$ cat src/rtl/frame_capture_pkg.sv
// Shared types and default geometry for the frame capture buffer.
package frame_capture_pkg;
  typedef enum logic {FILL = 1'b0, DRAIN = 1'b1} state_t;

  localparam int DEF_ARRAY_WIDTH   = 10;
  localparam int DEF_ARRAY_HEIGHT  = 10;
  localparam int DEF_COUNTER_WIDTH = 8;
endpackage

$ cat src/rtl/frame_mem.sv
// Simple dual-port frame store: synchronous write, registered read with enable, no reset.
module frame_mem #(
  parameter int DEPTH = 100,
  parameter int DW    = 8,
  parameter int AW    = 7
) (
  input  logic          clk_i,
  input  logic          we_i,
  input  logic [AW-1:0] waddr_i,
  input  logic [DW-1:0] wdata_i,
  input  logic          re_i,
  input  logic [AW-1:0] raddr_i,
  output logic [DW-1:0] rdata_o
);
  logic [DW-1:0] mem_q [DEPTH];

  always_ff @(posedge clk_i) begin
    if (we_i) mem_q[waddr_i] <= wdata_i;
    // Read data holds while re_i is low so a stalled fetch stays valid.
    if (re_i) rdata_o <= mem_q[raddr_i];
  end
endmodule

$ cat src/rtl/frame_capture.sv
// Captures one frame of pixel strobes, then drains it in raster order over a valid/ready port.
// Optional FRAME_CAPTURE_STATS_EN adds per-frame min/max and a completed-frame counter.
module frame_capture
  import frame_capture_pkg::*;
#(
  parameter int array_width   = DEF_ARRAY_WIDTH,
  parameter int array_height  = DEF_ARRAY_HEIGHT,
  parameter int counter_width = DEF_COUNTER_WIDTH
) (
  input  logic                     system_clk,
  input  logic                     reset,
  input  logic                     read,
  input  logic [counter_width-1:0] pixel_out,
  output logic [counter_width-1:0] out_data,
  output logic                     out_valid,
  input  logic                     out_ready,
  output logic                     out_sof,
  output logic                     out_eof,
  output logic                     frame_done,
  output logic                     overrun,
  output logic                     busy
`ifdef FRAME_CAPTURE_STATS_EN
  ,
  output logic [counter_width-1:0] frame_min,
  output logic [counter_width-1:0] frame_max,
  output logic [15:0]              frame_count
`endif
);
  localparam int N  = array_width * array_height;
  localparam int IW = (N > 1) ? $clog2(N) : 1;
  localparam logic [IW-1:0] LAST = IW'(N - 1);

  state_t                   state_q;
  logic [IW-1:0]            wr_idx_q, wr_idx_d, rd_idx_q, f_idx_q;
  logic                     rd_done_q, f_vld_q;
  logic                     out_valid_q, out_sof_q, out_eof_q, overrun_q;
  logic [counter_width-1:0] out_data_q, rdata;
  logic                     eof_acc, wr_en, load_out, issue;

  // The eof-accept cycle already counts as FILL for an incoming strobe.
  assign eof_acc  = out_valid_q & out_ready & out_eof_q;
  assign wr_en    = read & ((state_q == FILL) | eof_acc);
  assign load_out = f_vld_q & (~out_valid_q | out_ready);
  assign issue    = (state_q == DRAIN) & ~rd_done_q & (~f_vld_q | load_out);
  assign wr_idx_d = (wr_idx_q == LAST) ? '0 : wr_idx_q + 1'b1;

  frame_mem #(.DEPTH(N), .DW(counter_width), .AW(IW)) u_mem (
    .clk_i   (system_clk),
    .we_i    (wr_en),
    .waddr_i (wr_idx_q),
    .wdata_i (pixel_out),
    .re_i    (issue),
    .raddr_i (rd_idx_q),
    .rdata_o (rdata)
  );

  always_ff @(posedge system_clk or posedge reset) begin
    if (reset) begin
      state_q     <= FILL;
      wr_idx_q    <= '0;
      rd_idx_q    <= '0;
      rd_done_q   <= 1'b0;
      f_vld_q     <= 1'b0;
      f_idx_q     <= '0;
      out_valid_q <= 1'b0;
      out_sof_q   <= 1'b0;
      out_eof_q   <= 1'b0;
      out_data_q  <= '0;
      overrun_q   <= 1'b0;
    end else begin
      if (wr_en) wr_idx_q <= wr_idx_d;
      if (state_q == FILL) begin
        if (wr_en && wr_idx_q == LAST) state_q <= DRAIN;
      end else begin
        if (read && !eof_acc) overrun_q <= 1'b1;
        if (eof_acc) state_q <= FILL;
      end

      if (issue) begin
        rd_idx_q  <= rd_idx_q + 1'b1;
        rd_done_q <= (rd_idx_q == LAST);
      end else if (eof_acc) begin
        rd_idx_q  <= '0;
        rd_done_q <= 1'b0;
      end

      if (issue) begin
        f_vld_q <= 1'b1;
        f_idx_q <= rd_idx_q;
      end else if (load_out) begin
        f_vld_q <= 1'b0;
      end

      if (load_out) begin
        out_valid_q <= 1'b1;
        out_data_q  <= rdata;
        out_sof_q   <= (f_idx_q == '0);
        out_eof_q   <= (f_idx_q == LAST);
      end else if (out_valid_q && out_ready) begin
        out_valid_q <= 1'b0;
        out_sof_q   <= 1'b0;
        out_eof_q   <= 1'b0;
      end
    end
  end

  assign out_data   = out_data_q;
  assign out_valid  = out_valid_q;
  assign out_sof    = out_sof_q;
  assign out_eof    = out_eof_q;
  assign frame_done = eof_acc;
  assign overrun    = overrun_q;
  assign busy       = (state_q == DRAIN);

`ifdef FRAME_CAPTURE_STATS_EN
  logic [counter_width-1:0] run_min_q, run_max_q, frame_min_q, frame_max_q, nmin, nmax;
  logic [15:0]              frame_count_q;

  // Pixel 0 of a frame restarts the running extremes.
  assign nmin = (wr_idx_q == '0 || pixel_out < run_min_q) ? pixel_out : run_min_q;
  assign nmax = (wr_idx_q == '0 || pixel_out > run_max_q) ? pixel_out : run_max_q;

  always_ff @(posedge system_clk or posedge reset) begin
    if (reset) begin
      run_min_q     <= '1;
      run_max_q     <= '0;
      frame_min_q   <= '1;
      frame_max_q   <= '0;
      frame_count_q <= '0;
    end else begin
      if (wr_en) begin
        run_min_q <= nmin;
        run_max_q <= nmax;
        if (wr_idx_q == LAST) begin
          frame_min_q <= nmin;
          frame_max_q <= nmax;
        end
      end
      if (eof_acc) frame_count_q <= frame_count_q + 16'd1;
    end
  end

  assign frame_min   = frame_min_q;
  assign frame_max   = frame_max_q;
  assign frame_count = frame_count_q;
`endif
endmodule

$ cat config.mk
export PLATFORM = sky130hd
export DESIGN_NAME = frame_capture
export DESIGN_NICKNAME = d
export VERILOG_FILES = /design/src/rtl/frame_capture_pkg.sv /design/src/rtl/frame_mem.sv /design/src/rtl/frame_capture.sv
export SDC_FILE = /design/constraint.sdc
export NUM_CORES = 1
export LEC_CHECK = 0
export CAP_MARGIN = 20
export CELL_PAD_IN_SITES_DETAIL_PLACEMENT = 1
export CELL_PAD_IN_SITES_GLOBAL_PLACEMENT = 2
export CORE_MARGIN = 3
export CORE_UTILIZATION = 35
export DETAILED_ROUTE_END_ITERATION = 7
export GPL_TIMING_DRIVEN = 0
export PLACE_DENSITY_LB_ADDON = 0.1
export RECOVER_POWER = 50
export SLEW_MARGIN = 0
export SYNTH_ARGS = -nofsm -noshare
export SYNTH_HDL_FRONTEND = slang
export SYNTH_SLANG_ARGS = --single-unit
$ cat constraint.sdc
create_clock -name system_clk -period 2.45 [get_ports system_clk]
set_input_delay 0.3675 -clock system_clk [delete_from_list [all_inputs] [get_ports system_clk]]
set_output_delay 0.3675 -clock system_clk [all_outputs]
set_load 0.01 [all_outputs]
==> results.sh <==
export IMPL_async_flop_share=0.0427
export IMPL_fp_row_count=112
export IMPL_synth_simple_gate_area_frac=0.0402
export IMPL_max_freq_ghz=0.370
export IMPL_worst_slack_ns=-0.252
export IMPL_fin_worst_skew_ns=0.0345
export IMPL_layout_commonest_cell="edfxtp_1"
export IMPL_drc=0
export IMPL_yosys_warnings=0
export IMPL_wl_per_cell_um=33.4
export IMPL_cap_violations=6
export IMPL_min_period_ns=2.70
export IMPL_crit_type="reg -> reg"
export IMPL_p_clk_frac=0.418
export IMPL_cts_buffers=95
export IMPL_synth_edf_count=808
export IMPL_portBuffers=25
export IMPL_clock_sinks=844
export IMPL_ios=26
export IMPL_die_area_mm2=0.0987
export IMPL_fin_crit_sh=1.10
export IMPL_drt_iter0_markers=1675
export IMPL_endpoint="u_mem.rdata_o[5]"
export IMPL_gp_congestion=0.857
export IMPL_synth_xor_area_share=0.00105
export IMPL_drv_slew=239
export IMPL_pre_cts_slack_ns=-2.00
export IMPL_tightest_slew_ns=2.45
export IMPL_coreArea_mm2=0.0937
export IMPL_grt_pass1_wl_mm=146
export IMPL_reg2reg_from="rd_idx_q[0]"
export IMPL_synthMuxAreaShare=0.152
export IMPL_clk_latency_ns=0.67
export IMPL_routed_wl_mm=107
export IMPL_syn2layout_area_growth_pct=24.7
export IMPL_synth_seq_area_share=0.757
export IMPL_grt_pass1_vias=18000
export IMPL_hold_viol=0
export IMPL_cp_startpoint="rd_idx_q[0]"
export IMPL_root_buffer="clkbuf_16"
export IMPL_synthAdderAreaFrac=0.000753
export IMPL_regToRegSetupSlack_ns=-0.25
export IMPL_reg2reg_to="u_mem.rdata_o[5]"
export IMPL_yosys_most_used_dff="edfxtp_1"
export IMPL_leakagePower_uw=0.0126
export IMPL_share_comb_of_total_power=0.069
export IMPL_p_seq_frac=0.513
export IMPL_yosysUniqueCellTypes=68
export IMPL_grt_max_degree=77
export IMPL_synthesis_area_mm2=0.0332
export IMPL_status="complete, but fails checks"
export IMPL_reg2regPathDepth=8
export IMPL_first_pass_iters=5
export IMPL_hold_class="reg -> reg"
export IMPL_postSynthAreaPerCell_um2=20.1
export IMPL_power_density_mw_per_mm2=766
export IMPL_yosys_register_bits=844
export IMPL_synthCells=1654
export IMPL_dp_hpwl_mm=70.1
export IMPL_grt_use_total=0.216
export IMPL_crit_fanout=10
export IMPL_maxSlewHeadroom=-0.634
export IMPL_drive_gt1_frac=0.364
export IMPL_nNetsFinal=1882
export IMPL_switching_power_uw=7390
export IMPL_die_w_um=314
export IMPL_final_util=0.442
export IMPL_ir_drop_mv=0.542
export IMPL_antenna_left=0
export IMPL_required_ns=2.84
export IMPL_cp_end_kind="flip-flop"
export IMPL_start_util=0.355
export IMPL_finalSetupViolCount=45
export IMPL_syn_nets=1668
export IMPL_final_cell_mix="edfxtp_1, mux4_2, clkbuf_16"
export IMPL_rsz0062_at_grt="yes"
export IMPL_switching_share=0.233
export IMPL_die_y_um=314
export IMPL_vias_per_cell=5.45
export IMPL_start_kind="flip-flop"
export IMPL_clk_pin_slew_ns=0.06
export IMPL_antenna_found_initial=2
export IMPL_tritoncts="done"
export IMPL_grt_overflow=0
export IMPL_synth_top_family_by_area="multiplexers"
export IMPL_clock_path_buffers=3
export IMPL_vias=17400
export IMPL_cp_arrival_ns=3.09
export IMPL_synth_compound_area_frac=0.0287
export IMPL_violations="capacitance limit, slew limit, setup timing"
export IMPL_p_int_uw=24300
export IMPL_htree_num_levels=3
==> registers in the layout, indices dropped and copies added (netlist names) <==
register       flops
wr_idx_q           7
rd_idx_q           7
out_valid          1
f_vld_q            1
out_eof            1
out_data           8
overrun            1
u_mem.rdata_o      8
busy               1
f_idx_q            7
out_sof            1
rd_done_q          1
u_mem.mem_q      800
==> logic make-up (layout without fill, tap and decap cells) <==
kind of cell	Yosys count	in the layout
compound gates	134	134
xor+xnor	4	4
fa+ha+maj	2	2
buf+inv	99	386
flops	844	844
mux	268	268
other cells	0	1
simple gates	303	303
==> final cells by class <==
type	instances	area (µm²)
fillers	8653	52300
flip-flops and latches	844	25200
multi-input cells	711	8930
clock buffers	124	2570
repair buffers	121	1610
well taps	1254	1570
plain buffers	89	1260
clock inverters	46	309
inverters	6	26.3
diodes	1	2.50
==> synthesized netlist by cell type, types with 5 or more instances <==
cell / n / area, µm²
a22o_1: 6 / 52.6
o22ai_1: 17 / 106
a32oi_1: 10 / 87.6
edfxtp_1: 808 / 24300
mux2_2: 12 / 135
a41o_1: 5 / 50.1
a221oi_1: 9 / 78.8
o21ai_0: 28 / 140
nor3_1: 10 / 50.1
inv_1: 6 / 22.5
mux4_2: 156 / 3510
dfrtp_1: 36 / 901
mux2i_1: 76 / 761
a22oi_1: 9 / 67.6
nand2b_1: 7 / 43.8
nor2_1: 125 / 469
a211o_1: 6 / 52.6
nand3_1: 15 / 75.1
nand4_1: 6 / 37.5
buf_4: 14 / 105
nor2b_1: 15 / 93.8
buf_2: 18 / 90.1
clkbuf_1: 27 / 101
nand2_1: 100 / 375
a21oi_1: 15 / 75.1
buf_6: 23 / 259
mux4_1: 24 / 631
==> worst max-delay path, stage by stage, from the launching register on <==
cell	delay, ns
dfrtp_2	0.47
buf_12	0.19
buf_16	0.18
buf_12	0.20
mux4_2	0.54
a22oi_2	0.32
nand3_1	0.22
nand4_1	0.17
nand4_1	0.11
==> power groups by stage <==
stage | Combinational (µW) | Sequential, µW | Clock [µW]
global placement | 1440 | 16600 | 0
finish | 2180 | 16300 | 13300
global route | 2290 | 16300 | 14200
detailed placement | 1610 | 16600 | 0
floorplan | 631 | 16500 | 0
CTS | 2080 | 16300 | 13600
==> what timing repair did <==
| item | 4_1_cts | 5_1_grt |
|---|---|---|
| cloned | 3 | 3 |
| resized for setup | 446 | 102 |
| hold buffers | 0 | 0 |
| pin swaps | 34 | 38 |
| buffers inserted | 46 | 30 |
| endpoints found under the setup margin | 813 | 570 |
==> through the flow <==
step                std cells  setup TNS (ns)  area (µm²)  power, µW  hold slack (ns)
global placement         2933        -3006.91       35100      18000            0.452
CTS                      3165           -7.15       40700      32000           0.0994
floorplan                1654               0       33200      17200            0.437
global route             3195          -31.71       41400      32800            0.478
finish                   3196           -2.35       41400      31700            0.469
detailed placement       2948        -1286.90       35400      18200            0.460
==> layer usage <==
metal	GRT usage	wire length (µm)	up-vias
met5	0	13	-
met4	0.0523	2460	2
met3	0.0367	5850	123
met2	0.349	50900	480
met1	0.306	47600	9586
li1	-	-	7227
==> how the worst min path moves through the flow <==
stage	to	start	slack [ns]	cells after the start
after floorplan	f_vld_q	rd_done_q	0.44	1
after global placement	overrun	overrun	0.45	1
after detailed placement	overrun	overrun	0.46	1
after CTS	u_mem.mem_q[13][4]	pixel_out[4]	0.1	1
after global routing	overrun	overrun	0.48	1
final	overrun	overrun	0.47	1
No activity file was read; power rests on OpenSTA's default activity.
